==> src/rtl/la_pkg.sv <==
// Shared types for the logic-analyser capture core: FSM state and trigger-mode encodings.
package la_pkg;

  typedef enum logic [2:0] {
    ST_IDLE        = 3'd0,
    ST_MOVE_TO_POS = 3'd1,
    ST_IN_POSITION = 3'd2,
    ST_CAPTURING   = 3'd3,
    ST_CAPTURED    = 3'd4
  } la_state_e;

  typedef enum logic [1:0] {
    TRIG_EQ      = 2'd0,
    TRIG_RISING  = 2'd1,
    TRIG_FALLING = 2'd2,
    TRIG_CHANGE  = 2'd3
  } la_trig_mode_e;

endpackage

==> src/rtl/la_sample_mem.sv <==
// Simple dual-port sample RAM: one write port, one registered read port.
module la_sample_mem #(
  parameter int WIDTH = 16,
  parameter int DEPTH = 256
) (
  input  logic                     clk,
  input  logic                     we,
  input  logic [$clog2(DEPTH)-1:0] waddr,
  input  logic [WIDTH-1:0]         wdata,
  input  logic [$clog2(DEPTH)-1:0] raddr,
  output logic [WIDTH-1:0]         rdata
);

  logic [WIDTH-1:0] mem [DEPTH];

  // NOTE: storage and read register deliberately have no reset so the array maps onto block RAM.
  always_ff @(posedge clk) begin
    if (we) mem[waddr] <= wdata;
    rdata <= mem[raddr];
  end

endmodule

==> src/rtl/la_capture_core.sv <==
// Logic-analyser capture core: circular pre-trigger buffer, masked trigger, post-trigger fill,
// and oldest-first readback through a rotated read address.
module la_capture_core
  import la_pkg::*;
#(
  parameter int SAMPLE_WIDTH = 16,
  parameter int SAMPLE_DEPTH = 256,
  parameter int TRIGGER_LOC  = 128
) (
  input  logic                            clk,
  input  logic                            rst,
  input  logic [SAMPLE_WIDTH-1:0]         probes,
  input  logic                            arm,
  input  logic [SAMPLE_WIDTH-1:0]         trig_mask,
  input  logic [SAMPLE_WIDTH-1:0]         trig_value,
  input  logic [1:0]                      trig_mode,
  output logic [2:0]                      state,
  output logic                            done,
  input  logic [$clog2(SAMPLE_DEPTH)-1:0] rd_addr,
  output logic [SAMPLE_WIDTH-1:0]         rd_data
);

  localparam int AW   = $clog2(SAMPLE_DEPTH);
  localparam int POST = SAMPLE_DEPTH - TRIGGER_LOC;
  localparam logic [AW-1:0] LOC_A    = AW'(TRIGGER_LOC);
  localparam logic [AW-1:0] LOC_LAST = AW'((TRIGGER_LOC == 0) ? 0 : TRIGGER_LOC - 1);
  localparam logic [AW:0]   POST_LAST = (AW+1)'(POST - 1);

  la_state_e               state_q;
  logic [SAMPLE_WIDTH-1:0] p_q, p_qq;
  logic [AW-1:0]           wr_ptr, pre_cnt, start_ptr;
  logic [AW:0]             post_cnt;
  logic                    trig_hit, wr_en;

  always_ff @(posedge clk or posedge rst) begin
    if (rst) begin
      p_q  <= '0;
      p_qq <= '0;
    end else begin
      p_q  <= probes;
      p_qq <= p_q;
    end
  end

  // NOTE: every output of a combinational block gets a default first, otherwise a latch is inferred.
  always_comb begin
    trig_hit = 1'b0;
    case (trig_mode)
      TRIG_EQ:      trig_hit = ((p_q ^ trig_value) & trig_mask) == '0;
      TRIG_RISING:  trig_hit = |(~p_qq & p_q & trig_mask);
      TRIG_FALLING: trig_hit = |(p_qq & ~p_q & trig_mask);
      default:      trig_hit = |((p_qq ^ p_q) & trig_mask);
    endcase
  end

  // With TRIGGER_LOC=0 the pre-fill phase writes nothing and only spends one cycle.
  assign wr_en = !arm &&
                 ((state_q == ST_MOVE_TO_POS && !(TRIGGER_LOC == 0)) ||
                  state_q == ST_IN_POSITION || state_q == ST_CAPTURING);

  // NOTE: sequential state uses non-blocking assignments so every register samples pre-edge values.
  always_ff @(posedge clk or posedge rst) begin
    if (rst) begin
      state_q   <= ST_IDLE;
      done      <= 1'b0;
      wr_ptr    <= '0;
      pre_cnt   <= '0;
      post_cnt  <= '0;
      start_ptr <= '0;
    end else if (arm) begin
      state_q  <= ST_MOVE_TO_POS;
      done     <= 1'b0;
      wr_ptr   <= '0;
      pre_cnt  <= '0;
      post_cnt <= '0;
    end else begin
      if (wr_en) wr_ptr <= wr_ptr + 1'b1;
      case (state_q)
        ST_MOVE_TO_POS: begin
          if (pre_cnt == LOC_LAST) state_q <= ST_IN_POSITION;
          else                     pre_cnt <= pre_cnt + 1'b1;
        end
        ST_IN_POSITION: begin
          if (trig_hit) begin
            start_ptr <= wr_ptr - LOC_A;
            post_cnt  <= (AW+1)'(1);
            if (POST == 1) begin
              state_q <= ST_CAPTURED;
              done    <= 1'b1;
            end else begin
              state_q <= ST_CAPTURING;
            end
          end
        end
        ST_CAPTURING: begin
          post_cnt <= post_cnt + 1'b1;
          if (post_cnt == POST_LAST) begin
            state_q <= ST_CAPTURED;
            done    <= 1'b1;
          end
        end
        default: ;
      endcase
    end
  end

  assign state = state_q;

  la_sample_mem #(
    .WIDTH (SAMPLE_WIDTH),
    .DEPTH (SAMPLE_DEPTH)
  ) u_mem (
    .clk   (clk),
    .we    (wr_en),
    .waddr (wr_ptr),
    .wdata (p_q),
    .raddr (start_ptr + rd_addr),
    .rdata (rd_data)
  );

endmodule

==> config.mk <==
export PLATFORM = sky130hd
export DESIGN_NAME = la_capture_core
export DESIGN_NICKNAME = d
export VERILOG_FILES = /design/src/rtl/la_pkg.sv /design/src/rtl/la_sample_mem.sv /design/src/rtl/la_capture_core.sv
export SDC_FILE = /design/constraint.sdc
export NUM_CORES = 2
export LEC_CHECK = 0
export BUFFER_PORTS_ARGS = -buffer_cell sky130_fd_sc_hd__buf_4
export CAP_MARGIN = 40
export CORE_MARGIN = 4
export CORE_UTILIZATION = 35
export CTS_BUF_LIST = sky130_fd_sc_hd__clkbuf_8
export CTS_CLUSTER_DIAMETER = 80
export CTS_CLUSTER_SIZE = 28
export DETAILED_ROUTE_END_ITERATION = 8
export GPL_TIMING_DRIVEN = 0
export PLACE_DENSITY = 0.61
export RECOVER_POWER = 100
export SLEW_MARGIN = 0
export SYNTH_ARGS = -nofsm -noshare
export SYNTH_HDL_FRONTEND = slang
export SYNTH_HIERARCHICAL = 1
export SYNTH_SLANG_ARGS = --single-unit
==> constraint.sdc <==
create_clock -name clk -period 5.8 [get_ports clk]
set_input_delay 0.58 -clock clk [delete_from_list [all_inputs] [get_ports clk]]
set_output_delay 0.58 -clock clk [all_outputs]
set_load 0.01 [all_outputs]
Word-level counts from Yosys, hierarchy flattened
Memories as Yosys holds them, arrays and structs flattened. A register that Yosys moved wholly into a read port is not among the register bits.
Index checks and enable logic that the tools add are counted.
W data, S select, Z words.
{ "classes": {"order_cmp": 0, "mux": 19, "n_shift": 0, "div": 0, "bitwise_logic": 11, "n_mul": 0, "eq_ne": 11, "reduce_logical": 20, "addsub": 5} }
{ "op_table": {"columns": ["cell", "count"], "rows": [
  ["$and A16 B16 Y16", 6],
  ["$reduce_or A16 Y1", 3],
  ["$mux W8", 5],
  ["$not A16 Y16", 2],
  ["$xor A16 B16 Y16", 2],
  ["$mux W9", 2],
  ["$pmux W9 S2", 1],
  ["$add A8 B1 Y8 const B", 2],
  ["$logic_not A16 Y1", 1],
  ["$mux W3", 4],
  ["$add A9 B1 Y9 const B", 1],
  ["$eq A9 B7 Y1 const B", 1],
  ["$pmux W3 S3", 1],
  ["$add A8 B8 Y8", 1],
  ["$eq A8 B7 Y1 const B", 1],
  ["$reduce_bool A2 Y1", 4],
  ["$sub A8 B8 Y8 const B", 1],
  ["$eq A3 B2 Y1 const B", 2],
  ["$ne A3 B2 Y1 const B", 2],
  ["$reduce_and A2 Y1", 3],
  ["$mux W1", 5],
  ["$reduce_and A4 Y1", 1],
  ["$reduce_bool A4 Y1", 1],
  ["$eq A3 B1 Y1 const B", 1],
  ["other kinds (12)", 13]
]} }
{ "totals": {"mem_bits_rw": 4096, "output_inout_bits": 20, "latch_bits": 0, "wordCells": 75, "reg_bits": 69, "in_bits": 61, "mem_bits_ro": 0, "mem_count": 1} }
{ "mem_list": {"columns": ["memory", "words", "width", "rd", "rd_ports_with_merged_regs", "wr", "line", "rtl"], "rows": [
  ["u_mem.mem", 256, 16, 1, 1, 1, "la_sample_mem.sv:14", "logic [WIDTH-1:0] mem [DEPTH];"]
]} }

Longest topological paths before layout
{ "logic_depth": {"depth_word": 8, "depth_mapped": 17, "depth_no_buf": 15} }

Cells and area by module
Netlist, hierarchy kept.
{ "modules_own_cells": {"columns": ["module", "area_per_inst_um2", "cells_per_inst", "instances"], "rows": [
  ["la_sample_mem", 158714.7, 7360, 1],
  ["la_capture_core", 3978.8, 386, 1]
]} }

Least setup slack after synthesis
No wires, ideal clock.
{ "synth_timing": {"path_kind": "register -> register", "from": "register p_q[7]", "to": "register start_ptr[0]", "synth_period_minus_slack_ns": 5.562, "arrival_time_ns": 5.438, "path_stages_with_launch": 9, "path_slack_ns": 0.238, "setup_ns": 0.125, "path_cell_list": "dfrtp_1 > inv_1 > ha_1 > inv_1 > a2111oi_2 > nand4_1 > o311a_4 > o31ai_4 > mux2_2"} }
{ "synth_between": {"elab_chain_len": 6, "word_cells_on_any_way": 15} }
{ "synth_rtl": {"columns": ["element", "line", "rtl"], "rows": [
  ["start, declared", "la_capture_core.sv:30", "logic [SAMPLE_WIDTH-1:0] p_q, p_qq;"],
  ["start signal, assigned", "la_capture_core.sv:40", "p_q <= probes;"],
  ["$not A16 Y16", "la_capture_core.sv:51", "TRIG_FALLING: trig_hit = |(p_qq & ~p_q & trig_mask);"],
  ["$and A16 B16 Y16 (2 in a row)", "la_capture_core.sv:51", null],
  ["$reduce_or A16 Y1", "la_capture_core.sv:51", null],
  ["$pmux W1 S3 *", "la_capture_core.sv:48", "case (trig_mode)"],
  ["$reduce_and A3 Y1 (no line) *", null, null],
  ["end signal, assigned", "la_capture_core.sv:85", "start_ptr <= wr_ptr - LOC_A;"],
  ["end, declared", "la_capture_core.sv:31", "logic [AW-1:0] wr_ptr, pre_cnt, start_ptr;"]
]} }
Every way passes the cells marked *; elsewhere a longest branch is shown, timed or not.
A chain may end at the register's enable or synchronous reset.

Final worst setup path
{ "layout_timing": {"from": "register start_ptr[0]", "to": "register u_mem.rdata[3], read port of u_mem.mem"} }
{ "layout_between": {"elab_chain_len": 1} }
{ "layout_rtl": {"columns": ["element", "line", "rtl"], "rows": [
  ["$add A8 B8 Y8", "la_capture_core.sv:117", ".raddr (start_ptr + rd_addr),"],
  ["end, declared", "la_sample_mem.sv:11", "output logic [WIDTH-1:0] rdata"]
]} }
No other way between the ends.

==> results <==
- The later pin in the worst-skew pair is clocked with a latency of between 1 and 1.5 ns.
- The reg2reg setup slack is -0.18 ns.
- The first TritonRoute pass finished after 7 iterations.
- The total length of routed wires is between 500 and 600 mm.
- The maximum level of the CTS H-tree is 4.
- The average wire length per cell after detail routing is about 34 um.
- The beginning of the worst register-to-register path is start_ptr[0].
- The number of CTS-inserted buffers is between 150 and 200.
- The cell count of the worst hold path is 2.
- Global routing finished with a remaining overflow of 0.
- Among all cell types in the netlist, the one instantiated most often is edfxtp_1.
- The number of placed instances, taps included, is between 10000 and 15000.
- The worst setup path is captured at a flop.
- The worst voltage drop across the vdd grid is about 0.24 mV.
- The checks that failed: max-capacitance violations, max-slew violations, negative setup slack.
- The number of global-route vias before repair came to roughly 83000.
- The worst relative slew slack is -193%.
- The mean post-synth cell area is between 20 and 25 um^2.
- The portion of synthesized cell area occupied by the leading cell type is around 76%.
- Setup repair after global routing left no endpoint under its margin.
- The max-cap check violation count is 56.
- 81 I/O pins were placed.
- The portion of the clock cycle consumed by the worst path in the final layout is 103%.
- The cell area after placement is roughly 180000 um^2.
- The number of max-slew violations in the final report is 3288.
- The number of DRC markers in iteration 0 is 13443.
- The worst setup path is launched from a flop.
- The worst setup path is of the flop to flop kind.
- The final hold slack is about 0.12 ns.
- The synthesized netlist contains 72 unique library cells.
- In this run, synthesis inferred about 4100 flip-flops with an integrated enable.
- The final HPWL from detailed placement is 363 mm.
- Clock tree synthesis selected as its root buffer the cell clkbuf_8.
- Cells fill about two fifths of the core in the end.
- The worst-case clock buffer depth is 4.
- The run finished, with violations left.
- The share of cells above drive strength 1 is 20.0%.
- The worst hold path endpoint is p_q[1].
- The first-pass GRT wire length is between 600 and 700 mm.
- The arrival time of data at the critical path endpoint is between 6 and 7 ns.
- At the end of routability-driven placement, the weighted congestion stood at slightly below 1.
- The number of antenna violations at the first check in global routing is 25.
- The final number of hold-violating endpoints was 0.
- The post-synthesis to final-layout area growth is 9.62%.
- The net total in the final layout is 8597.
- The number of buffer cells added on primary ports is 79.
- After floorplanning, the core was sized to cover around 460000 um^2.
- The shortest clock period the worst path allows after layout is ~6.0 ns.
- Dividing the detail-routed via count by the number of cells gives just under 6.
- The startpoint of the worst hold path is probes[1].
- The highest achievable clock rate is around 170 MHz.
- After filler insertion, the fill cell instance count of the layout stands at roughly 41000.
- The total of flip-flops plus latches after synthesis is ~4200.
- The gate count after technology mapping is 7746.
- The largest net degree at the start of global routing is 97.
- The finished layout holds about 15000 standard cells, fillers aside.
- At the pin with the least slew margin, the transition time is ~4.4 ns.
- For this configuration, the core starts out at a cell density of a little over a third.
- After routing the design area is 178000 um^2.
- The main flop type after synthesis is edfxtp_1.
- The clock sink count is 4181.
- The DRC violation count after routing is 0.
- The TritonCTS clock tree is yes.
- For the worst flop-to-flop path, the logic depth is 14.
- The number of routed nets with antenna violations is 0.
- When the netlist entered floorplanning its net count stood at slightly below 8000.
- The number of cell rows is 250.
- The worst register-to-register path ends at u_mem/rdata[3].
- Detailed routing inserted a total of ~86000 vias.
- After synthesis, the cell types taking the most area are edfxtp_1 (76%), mux4_2 (11%), mux2i_1 (3.5%).
- During synthesis, Yosys emitted a total of 6 warnings.
- Setup slack on the critical path of the routed design comes to -0.179 ns.
- The cell type with the highest aggregate area in the netlist is edfxtp_1.
- Of all flip-flops after synthesis, the portion carrying an async set or reset was 1.65%.
- The post-route clock skew is just over 0.1 ns.
- By count the netlist is led by edfxtp_1 (4096), mux4_2 (797), mux2i_1 (567), nor2_1 (327), o221ai_1 (253).
- The sequential-to-total area share from yosys stat is 76.9%.
- The area of the mapped netlist is ~160000 um^2.
- The clock-pin slew on the worst setup and hold paths is ~0.16 ns.
- The die outline height is 690 um.
- The path category of the worst min-delay check is primary input to flop.
- The overall routing resource usage is 20.6%.
- The die boundary width is roughly 700 um.
- Along the worst path, the maximum fanout reaches 9.
- The final setup violation count is 45.
- The die area is 476000 um^2.
- For this design the static power due to leakage is between 50 and 60 nW.
- The data required time at the worst endpoint is between 6 and 7 ns.
- The completed layout was analyzed and its total power is 50.4 mW.
- The power density over the cells is around 280 nW/um^2.
==> metal layers <==
metal / vias to the layer above / part of all wire (%) / track usage (%)
met3: 996 / 11 / 4.84
met5: - / 0.0068 / 0
met4: 6 / 5.5 / 9.68
li1: 33745 / - / -
met2: 5502 / 46 / 32.2
met1: 45986 / 37 / 27.3
==> flip-flops by register name, indices dropped and copies added (netlist names) <==
signal and cells:
u_mem/mem 4096, p_q 16, p_qq 16, u_mem/rdata 16
post_cnt 9, pre_cnt 8, start_ptr 8, wr_ptr 8
state 3, done 1
==> worst max-delay path by stage <==
stage | cells past startpoint | end | from | slack (ns)
finish | 14 | u_mem/rdata[3] | start_ptr[0] | -0.18
global route | 12 | u_mem/mem[97][0] | state[0] | 0.005
CTS | 14 | u_mem/rdata[11] | start_ptr[0] | 0.002
detailed placement | 15 | u_mem/rdata[3] | rd_addr[0] | -0.74
global placement | 8 | start_ptr[0] | p_q[7] | -4.68
floorplan | 8 | start_ptr[0] | p_q[7] | 0.24
==> cell families after synthesis <==
logic type               synth area share (%)
flip-flops                               76.9
XOR/XNOR                                0.194
AO/OA/AOI/OAI                            3.83
AND/OR/NAND/NOR                          1.80
adder cells (fa/ha/maj)                 0.335
buffers and inverters                    1.79
multiplexers                             15.2
==> layout make-up <==
type	count	area (um^2)	area share, %
antenna	29	72.6	0.0407
clock inverter	60	439	0.246
multi-input combinational	3047	35000	19.6
buffer	456	2720	1.52
sequential	4181	125000	70.1
tap	6174	7720	4.33
inverter	60	229	0.128
timing repair buffer	565	4560	2.56
clock buffer	183	2520	1.41
==> power by group <==
part	internal [mW]	switching [mW]	total (mW)
registers	33.3	0.129	33.4
logic	1.72	3.47	5.19
clock network	3.07	8.71	11.8
total	38.1	12.3	50.4
==> worst max-delay path, cell delays in order (launching register included) <==
cell      delay, ns
dfrtp_1        0.40
ha_1           0.18
inv_1          0.06
fa_1           0.40
xnor2_1        0.52
buf_4          0.42
clkbuf_2       0.38
buf_8          0.22
clkbuf_1       0.62
clkbuf_1       0.52
buf_2          0.42
a21oi_1        0.07
o21ai_0        0.63
nand4_1        0.39
nor4_4         0.55
==> cell usage in the layout, fill, tap and decap left out, types with 19 or more instances in the layout <==
cell           count
a211oi_1          19
a21oi_1          193
a221oi_1          31
a22o_1            38
a22oi_1           53
buf_1             23
buf_2             88
buf_4            103
buf_6            119
buf_8            105
clkbuf_1         431
clkbuf_2          76
clkbuf_4          22
clkbuf_8         183
dfrtp_1           68
diode_2           29
dlygate4sd3_1     20
edfxtp_1        4096
ha_1              42
inv_1             88
mux2_2            95
mux2i_1          567
mux4_2           797
nand2_1           59
nand3_1           43
nand4_1           38
nor2_1           307
nor2_2            20
nor3_1            87
o21ai_0           45
o221ai_1         253
o22ai_1          148
o31ai_1           20
xor2_1            27
==> stage by stage <==
| stage | setup TNS, ns | setup slack, ns |
|---|---|---|
| 2_1_floorplan | 0 | 0.238 |
| 3_3_place_gp | - | -4.68 |
| 3_5_place_dp | -8.55 | -0.736 |
| 4_1_cts | 0 | 0.00222 |
| 5_1_grt | 0 | 0.00471 |
| 6_report | -1.99 | -0.179 |
==> timing repair <==
action | in CTS | in global routing
pin swaps | 1 | 0
endpoints found under the hold margin | 96 | 0
resized for setup | 20 | 13
hold buffers | 20 | 0
buffers inserted | 1 | 0
setup endpoints to repair | 16 | 12
No activity file was read; power rests on OpenSTA's default activity.
